$ cat src/rtl/hazard_scoreboard_pkg.sv
// Shared decode-stage types for the register hazard scoreboard.
// Latency-class encodings, widths and the latency saturation helper.
package hazard_scoreboard_pkg;

  localparam int REG_AW = 5;
  localparam int CNT_W  = 2;

  localparam logic [1:0] LAT_ALU  = 2'd0;
  localparam logic [1:0] LAT_LOAD = 2'd1;
  localparam logic [1:0] LAT_MUL  = 2'd2;

  typedef logic [REG_AW-1:0] reg_idx_t;
  typedef logic [CNT_W-1:0]  cnt_t;

  typedef struct packed {
    logic     valid;
    reg_idx_t rd;
    logic     wr;
  } e_slot_t;

  localparam int unsigned CNT_MAX = (1 << CNT_W) - 1;

  function automatic cnt_t sat_lat(input int unsigned lat);
    if (lat > CNT_MAX) sat_lat = cnt_t'(CNT_MAX);
    else               sat_lat = cnt_t'(lat);
  endfunction

endpackage

$ cat src/rtl/hazard_scoreboard_if.sv
// Decode-side bundle between the D stage / stall controller
// and the hazard scoreboard.
interface hazard_scoreboard_if;
  import hazard_scoreboard_pkg::*;

  logic       D_valid;
  reg_idx_t   D_rs1;
  logic       D_rs1_used;
  reg_idx_t   D_rs2;
  logic       D_rs2_used;
  reg_idx_t   D_rd;
  logic       D_RegWrite;
  logic [1:0] D_lat_class;
  logic       de_en;
  logic       de_flush;
  logic       em_en;
  logic       squash_E;
  cnt_t       stall_D;
  logic       sb_busy;
  logic       sb_hazard;

  modport master (
    output D_valid, D_rs1, D_rs1_used,
    output D_rs2, D_rs2_used, D_rd,
    output D_RegWrite, D_lat_class,
    output de_en, de_flush, em_en, squash_E,
    input  stall_D, sb_busy, sb_hazard
  );

  modport slave (
    input  D_valid, D_rs1, D_rs1_used,
    input  D_rs2, D_rs2_used, D_rd,
    input  D_RegWrite, D_lat_class,
    input  de_en, de_flush, em_en, squash_E,
    output stall_D, sb_busy, sb_hazard
  );

endinterface

$ cat src/rtl/hazard_scoreboard_sb_counter.sv
// One register's countdown: load beats clear beats decrement,
// and the count never wraps below zero.
module sb_counter
  import hazard_scoreboard_pkg::*;
(
  input  logic clk,
  input  logic rst,
  input  logic load,
  input  cnt_t load_val,
  input  logic clear,
  input  logic dec,
  output cnt_t cnt
);

  always_ff @(posedge clk) begin
    if (rst)
      cnt <= '0;
    else if (load)
      cnt <= load_val;
    else if (clear)
      cnt <= '0;
    else if (dec && cnt != '0)
      cnt <= cnt - cnt_t'(1);
  end

endmodule

$ cat src/rtl/hazard_scoreboard.sv
// Decode-stage register scoreboard producing the stall_D
// bubble request for the pipeline stall controller.
module hazard_scoreboard
  import hazard_scoreboard_pkg::*;
#(
  parameter int NUM_REGS = 32,
  parameter int LOAD_LAT = 1,
  parameter int MUL_LAT  = 2
) (
  input logic clk,
  input logic rst,
  hazard_scoreboard_if.slave sb
);

  cnt_t    cnt [NUM_REGS];
  cnt_t    lat;
  cnt_t    s1;
  cnt_t    s2;
  cnt_t    stall;
  logic    issue;
  logic    busy;
  e_slot_t e_q;

  assign issue = sb.D_valid & sb.de_en & ~sb.de_flush;

  always_comb begin
    lat = '0;
    case (sb.D_lat_class)
      LAT_LOAD: lat = sat_lat(LOAD_LAT);
      LAT_MUL:  lat = sat_lat(MUL_LAT);
      default:  lat = '0;
    endcase
  end

  // x0 is never a hazard, so it has no counter.
  assign cnt[0] = '0;

  for (genvar r = 1; r < NUM_REGS; r++) begin : g_cnt
    logic ld;
    logic clr;

    assign ld  = issue & sb.D_RegWrite
               & (sb.D_rd == REG_AW'(r));
    assign clr = sb.squash_E & e_q.valid & e_q.wr
               & (e_q.rd == REG_AW'(r));

    sb_counter u_cnt (
      .clk      (clk),
      .rst      (rst),
      .load     (ld),
      .load_val (lat),
      .clear    (clr),
      .dec      (sb.em_en),
      .cnt      (cnt[r])
    );
  end

  always_ff @(posedge clk) begin
    if (rst)
      e_q <= '0;
    else if (issue)
      e_q <= '{valid: 1'b1, rd: sb.D_rd, wr: sb.D_RegWrite};
    else if (sb.de_en || sb.de_flush || sb.squash_E)
      e_q.valid <= 1'b0;
  end

  // Sources read the registered counts: no same-cycle bypass.
  always_comb begin
    s1 = '0;
    s2 = '0;
    if (sb.D_valid && sb.D_rs1_used && sb.D_rs1 != '0)
      s1 = cnt[sb.D_rs1];
    if (sb.D_valid && sb.D_rs2_used && sb.D_rs2 != '0)
      s2 = cnt[sb.D_rs2];
    stall = (s1 > s2) ? s1 : s2;
  end

  always_comb begin
    busy = 1'b0;
    for (int r = 1; r < NUM_REGS; r++)
      busy = busy | (cnt[r] != '0);
  end

  assign sb.stall_D   = stall;
  assign sb.sb_busy   = busy;
  assign sb.sb_hazard = |stall;

endmodule
$ cat src/flat_wrapper.sv
// flat-port wrapper written by rule: the top's interface ports become plain ports
module hazard_scoreboard_flat import hazard_scoreboard_pkg::*;
#(
  parameter int NUM_REGS = 32,
  parameter int LOAD_LAT = 1,
  parameter int MUL_LAT  = 2
)
  (clk, rst, sb_D_valid, sb_D_rs1, sb_D_rs1_used, sb_D_rs2, sb_D_rs2_used, sb_D_rd, sb_D_RegWrite, sb_D_lat_class, sb_de_en, sb_de_flush, sb_em_en, sb_squash_E, sb_stall_D, sb_sb_busy, sb_sb_hazard);
  hazard_scoreboard_if sb_i ();
  input logic clk;
  input logic rst;
  input wire logic [$bits(sb_i.D_valid)-1:0] sb_D_valid;
  input wire logic [$bits(sb_i.D_rs1)-1:0] sb_D_rs1;
  input wire logic [$bits(sb_i.D_rs1_used)-1:0] sb_D_rs1_used;
  input wire logic [$bits(sb_i.D_rs2)-1:0] sb_D_rs2;
  input wire logic [$bits(sb_i.D_rs2_used)-1:0] sb_D_rs2_used;
  input wire logic [$bits(sb_i.D_rd)-1:0] sb_D_rd;
  input wire logic [$bits(sb_i.D_RegWrite)-1:0] sb_D_RegWrite;
  input wire logic [$bits(sb_i.D_lat_class)-1:0] sb_D_lat_class;
  input wire logic [$bits(sb_i.de_en)-1:0] sb_de_en;
  input wire logic [$bits(sb_i.de_flush)-1:0] sb_de_flush;
  input wire logic [$bits(sb_i.em_en)-1:0] sb_em_en;
  input wire logic [$bits(sb_i.squash_E)-1:0] sb_squash_E;
  output wire logic [$bits(sb_i.stall_D)-1:0] sb_stall_D;
  output wire logic [$bits(sb_i.sb_busy)-1:0] sb_sb_busy;
  output wire logic [$bits(sb_i.sb_hazard)-1:0] sb_sb_hazard;
  assign sb_i.D_valid = sb_D_valid;
  assign sb_i.D_rs1 = sb_D_rs1;
  assign sb_i.D_rs1_used = sb_D_rs1_used;
  assign sb_i.D_rs2 = sb_D_rs2;
  assign sb_i.D_rs2_used = sb_D_rs2_used;
  assign sb_i.D_rd = sb_D_rd;
  assign sb_i.D_RegWrite = sb_D_RegWrite;
  assign sb_i.D_lat_class = sb_D_lat_class;
  assign sb_i.de_en = sb_de_en;
  assign sb_i.de_flush = sb_de_flush;
  assign sb_i.em_en = sb_em_en;
  assign sb_i.squash_E = sb_squash_E;
  assign sb_stall_D = sb_i.stall_D;
  assign sb_sb_busy = sb_i.sb_busy;
  assign sb_sb_hazard = sb_i.sb_hazard;
  hazard_scoreboard #(.NUM_REGS(NUM_REGS), .LOAD_LAT(LOAD_LAT), .MUL_LAT(MUL_LAT)) u_core (.clk(clk), .rst(rst), .sb(sb_i));
endmodule
$ cat config.mk
export PLATFORM = sky130hd
export DESIGN_NAME = hazard_scoreboard_flat
export DESIGN_NICKNAME = d
export VERILOG_FILES = /design/src/rtl/hazard_scoreboard_pkg.sv /design/src/rtl/hazard_scoreboard_if.sv /design/src/rtl/hazard_scoreboard_sb_counter.sv /design/src/rtl/hazard_scoreboard.sv /design/src/flat_wrapper.sv
export SDC_FILE = /design/constraint.sdc
export NUM_CORES = 1
export LEC_CHECK = 0
export BUFFER_PORTS_ARGS = -buffer_cell sky130_fd_sc_hd__buf_2
export CAP_MARGIN = 20
export CELL_PAD_IN_SITES_DETAIL_PLACEMENT = 0
export CELL_PAD_IN_SITES_GLOBAL_PLACEMENT = 1
export CORE_MARGIN = 1.5
export CORE_UTILIZATION = 47
export DETAILED_ROUTE_END_ITERATION = 7
export GPL_ROUTABILITY_DRIVEN = 0
export PLACE_DENSITY = 0.85
export SLEW_MARGIN = 20
export SYNTH_ARGS = -nofsm -noshare
export SYNTH_HDL_FRONTEND = slang
export SYNTH_SLANG_ARGS = --single-unit
$ cat constraint.sdc
create_clock -name clk -period 3.8 [get_ports clk]
set_input_delay 0.57 -clock clk [delete_from_list [all_inputs] [get_ports clk]]
set_output_delay 0.57 -clock clk [all_outputs]
set_load 0.005 [all_outputs]
Word level (Yosys, flattened, before mapping) --
Cells that the tools add are included.
Word-level totals: word-level logic and storage cells 440, output and inout bits 4, bits of input ports 27, bits in registers 69
Operators by class: bitwise operators 100, reduce and logical (&&, ||, !) cells 103, order comparisons 3, muxes and demuxes 105, add/subtract/negate cells 31, eq/ne operators 64
Operator list (count):
- 2-bit two-way mux | 100
- 5-bit == test (second input constant) | 32
- 3-bit nonzero test | 31
- 5-bit by 4-bit == test with 1-bit output (second input constant) | 16
- 1-bit bitwise AND | 67
- 2-bit nonzero test | 32
- 2-bit by 1-bit subtractor with 2-bit output (second input constant) | 31
- 5-bit by 3-bit == test with 1-bit output (second input constant) | 8
- 1-bit logical AND | 35
- 1-bit OR | 30
- 2-bit binary-select mux with 5-bit select | 2
- 5-bit by 2-bit == test with 1-bit output (second input constant) | 4
- 6-bit greater-or-equal comparator (second input constant) | 2
- 5-bit inverter with 6-bit output | 2
- 5-bit by 1-bit == test with 1-bit output (second input constant) | 2
- 5-bit nonzero test | 2
- 2-bit case mux with 2 select lines | 1
- 2-bit by 1-bit == test with 1-bit output (second input constant) | 1
- 2-bit == test (second input constant) | 1
- 2-bit greater-than comparator | 1
- 1-bit logical OR | 2
- 1-bit two-way mux | 2
- 2-bit OR reduction | 1
- 1-bit inverter | 1

Logic depth before layout (Yosys ltp) --
word-level depth 31, depth in mapped cells 12, depth with buffers taken out 10

Cells and area by module --
A second synthesis with hierarchy kept.
Second synthesis, totals: cell total of the unflattened synthesis 682, area, all modules 6261.0 µm²
Modules (own cells, without submodules):
- sb_counter | sequential area each 40.0 µm², area each 133.9 µm², cells an instance 13, instances 31
- hazard_scoreboard | sequential area each 140.1 µm², area each 2110.8 µm², cells an instance 279, instances 1

Worst setup path after synthesis --
Ideal clock, no wire load.
kind in2out, from input sb_D_rs2[1], to output sb_sb_hazard, path buffers 2, cell stages on the path 9, setup slack 0.479 ns, required time 3.230 ns, arrival time 2.751 ns, cell sequence buf_2 buf_1 mux4_1 mux4_2 o211ai_2 ha_1 o22ai_1 nand2_1 o221ai_2
Between the ends: cells in the longest elaborated chain, start to end 8
RTL lines:
- from (decl) | RTL line flat_wrapper.sv:15 | input wire logic [$bits(sb_i.D_rs2)-1:0] sb_D_rs2;
- 5-bit inverter with 6-bit output (not written as such) | RTL line hazard_scoreboard.sv:74 | s2 = cnt[sb.D_rs2];
- 2-bit binary-select mux with 5-bit select | RTL line hazard_scoreboard.sv:74
- 2-bit two-way mux (not written as such) (2 in a row) | RTL line hazard_scoreboard.sv:74
- 2-bit two-way mux (*) | RTL line hazard_scoreboard.sv:73 | if (sb.D_valid && sb.D_rs2_used && sb.D_rs2 != '0)
- 2-bit greater-than comparator | RTL line hazard_scoreboard.sv:75 | stall = (s1 > s2) ? s1 : s2;
- 2-bit two-way mux (*) | RTL line hazard_scoreboard.sv:75
- 2-bit OR reduction (*) | RTL line hazard_scoreboard.sv:86 | assign sb.sb_hazard = |stall;
- to (decl) | RTL line flat_wrapper.sv:26 | output wire logic [$bits(sb_i.sb_hazard)-1:0] sb_sb_hazard;
Mark *: on every way between the ends. The rest lies on a longest branch, timed or not. The select of a mux whose other input is x is not followed.

Final worst setup path --
from input sb_D_rs2[0], to output sb_sb_hazard
The elaborated chain is that of the path after synthesis.

==> summary.txt <==
Placed design
  • DP Worst Slack: 38.4 ps
  • Dpl cell area: 0.00619 sq mm
  • Port bufs: 30
  • Post-DP HPWL: 15,900 microns
  • Placed cell count: 943

Clock tree
  • Clk_lat worst skew: 350 ps
  • CTS tree: built
  • # hold bufs at CTS: 0
  • H-Tree Depth: 3
  • TritonCTS buffer count: 9
  • Clock transition at path regs: 60 ps
  • Sink Count: 69
  • Root Driver: clkbuf_16
  • Clock buffer depth: 2

STA
  • Relative slew slack: 27.9%
  • Period utilization: a little over nine tenths
  • RSZ-0062 raised after global routing: no
  • Setup ws final: 184 ps
  • Setup TNS Final: 0 ps
  • Period minus WS final: 3620 ps
  • Clk_skew: 6.44 ps
  • Final Hold Viols: 0
  • Final Slew Violations: 0
  • Slew @ Worst Pin: 1080 ps
  • Final Setup Violations: 0
  • Fmax: 0.277 GHz

Die
  • Core Region: around 0.013 sq mm
  • Die area: 0.0134 sq mm
  • Initial core utilization: 47.8%
  • Die Ht: 116 microns
  • Chip Width: 116 microns
  • Top Ports: 31
  • Num rows: a little over 40

Synth
  • Post-Syn Area per Cell: 7.67 sq um
  • Seq cells post-synth: 69
  • Area contributors post-synth: dfxtp_1 (23%), a22oi_1 (12%), nor3_1 (11%)
  • Post-synthesis sequential area ratio: 23.1%
  • Ys async rst share: 0%
  • Area share of the largest cell type after synthesis: 23.1%
  • Post-synth EDFFs: 0
  • Prevailing post-synth register cell: dfxtp_1
  • Distinct cells, synth: 54
  • Syn Inst Count: 779
  • Post-synth net total: 840
  • Mapped Area: between 0.005 and 0.006 sq mm
  • Syn. warnings: 0
  • Synth area leader: dfxtp_1

Power and ir drop
  • Worst VDD drop: between 150 and 200 uV
  • Proportion of power drawn by combinational gates: around a quarter
  • Sw Pwr: 832 uW
  • Clk pwr share: between 30% and 40%
  • Total power: 2.41 mW
  • Sw Ratio: 34.6%
  • Leakage power: between 2 and 3 nW
  • P_int: between 1.5 and 2 mW
  • Seq pwr share: 38.0%
  • Pwr dens: 370 mW/mm^2

Global route
  • Grt ovf: 0
  • Vias in the first global route: 5,830
  • Antenna violations before repair: 0
  • Largest net degree at the start of global routing: 43
  • Gr usage total: roughly 33%
  • First-pass GRT wire length: 32,600 microns

Layout
  • Fillers: 1,256
  • Syn-to-layout area delta: 8.71%
  • Final std cells w/o fill: 959
  • Final instance area: 0.00650 sq mm
  • Storage element area: 0.00138 sq mm
  • Ratio of cells with drive above 1 in the final layout: 11.2%
  • Commonest non-fill, non-tap cell in the layout: nor3_1
  • Most frequent cells in the layout: nor3_1 (131), a22oi_1 (98), nand2_1 (94)
  • Multi-input logic area: just over 0.004 sq mm
  • Antenna Cells: 0
  • # nets final: 843

Detailed routing
  • DRC viols: 0
  • DRT Pass-1 Iters: 6
  • WL/cell: 22.1 microns
  • DR vias: 6,474
  • Remaining antenna violation count after routing: 0
  • WL final: 21,200 microns
  • DR iter-0 viols: 838
  • Vias per cell: around 6.8

Critical path
  • CP max stage cell: mux4_1
  • Critical-path cell list: clkbuf_4, mux4_1, mux4_2, nand2b_4, o211ai_2, ha_1, o22ai_2, nand2_1, o221ai_2, buf_2
  • CP delay by family, top: multiplexers
  • Crit path buf inv count: 2
  • CP arrival: 3050 ps
  • Worst Setup End Kind: output port
  • Largest stage delay, worst path: 580 ps
  • Worst path required time: 3230 ps
  • Startpoint Class: input pin
  • Crit path kind: in -> out
  • Crit path max fanout: 13

Min path
  • HP Class: in -> reg

Job
  • Max-cap violations: 0

Run status
  • Outcome: finished clean
==> final cells by class <==
| cell class | instances | share of cell area (%) |
|---|---|---|
| Tap cell | 172 | 3.31 |
| Inverter | 70 | 4.04 |
| Clock inverter | 7 | 1.16 |
| Clock buffer | 9 | 3.47 |
| Multi-Input combinational cell | 591 | 63.1 |
| Timing Repair Buffer | 41 | 3.66 |
| Sequential cell | 69 | 21.3 |
==> worst register-to-register path: stages, from the launching register on <==
cell and delay (ps):
dfxtp_1 450, nor2b_1 890, a22oi_1 260, a22oi_1 250, nor3_1 70
==> Yosys cell counts, types with 3 or more instances <==
cell type	instances
o22ai_1	33
a221oi_1	6
nor2b_1	43
dfxtp_1	69
inv_1	70
a22oi_1	98
nand2_1	94
mux2_2	7
o2111ai_1	6
nor3_1	131
mux4_2	12
buf_2	14
o211ai_1	4
mux2i_1	16
nand4_1	8
clkbuf_1	26
nand3_1	9
nor2_1	31
buf_6	4
nand2b_1	10
mux4_1	7
ha_1	34
buf_1	3
nor2_2	4
==> timing repair <==
action / CTS / global route
setup endpoints to repair: 0 / 2
gates resized for setup: 0 / 3
setup buffers: 0 / 0
==> metal layers <==
metal / share of wire [%] / vias up / GRT usage (%)
li1: - / 2910 / -
met1: 41 / 3056 / 45.8
met2: 43 / 429 / 48.7
met3: 12 / 79 / 5.49
met4: 4.2 / 0 / 16.0
met5: 0 / - / 0
==> power by group through the flow <==
stage	Combinational [mW]	Clock, mW	Sequential, mW
2_1_floorplan	0.461	0	0.868
3_3_place_gp	0.577	0	0.919
3_5_place_dp	0.598	0	0.924
4_1_cts	0.604	0.879	0.907
5_1_grt	0.684	0.910	0.921
6_report	0.616	0.876	0.915
==> flip-flops by register name (all words and copies together), names as in the netlist <==
register,count
u_core.e_q,7
u_core.g_cnt.u_cnt.cnt,62
==> cell families after synthesis <==
kind of cell,synth area share (%)
muxes,11.8
buffers and inverters,8.39
DFF,23.1
and+or+nand+nor,29.0
adders and majority gates,7.12
AOI/OAI and AO/OA,20.6
==> path summary, 6_finish.rpt <==
kind / start / slack, ps / cells after the start / to
worst max-delay path: sb_D_rs2[0] / 180 / 10 / sb_sb_hazard
worst min register to register: u_core.e_q[5] / 560 / 2 / u_core.e_q[5]
worst max register to register: u_core.e_q[2] / 1730 / 4 / u_core.g_cnt[26].u_cnt.cnt[1]
worst min-delay path: sb_de_flush / 420 / 2 / u_core.e_q[6]
==> per-stage QoR <==
step	hold slack [ps]	utilization [%]
after global placement	528	49.4
after CTS	429	51.8
after floorplan	509	-
final	423	51.9
after detailed placement	548	49.4
after global routing	443	51.9
No activity file was read; power rests on OpenSTA's default activity.
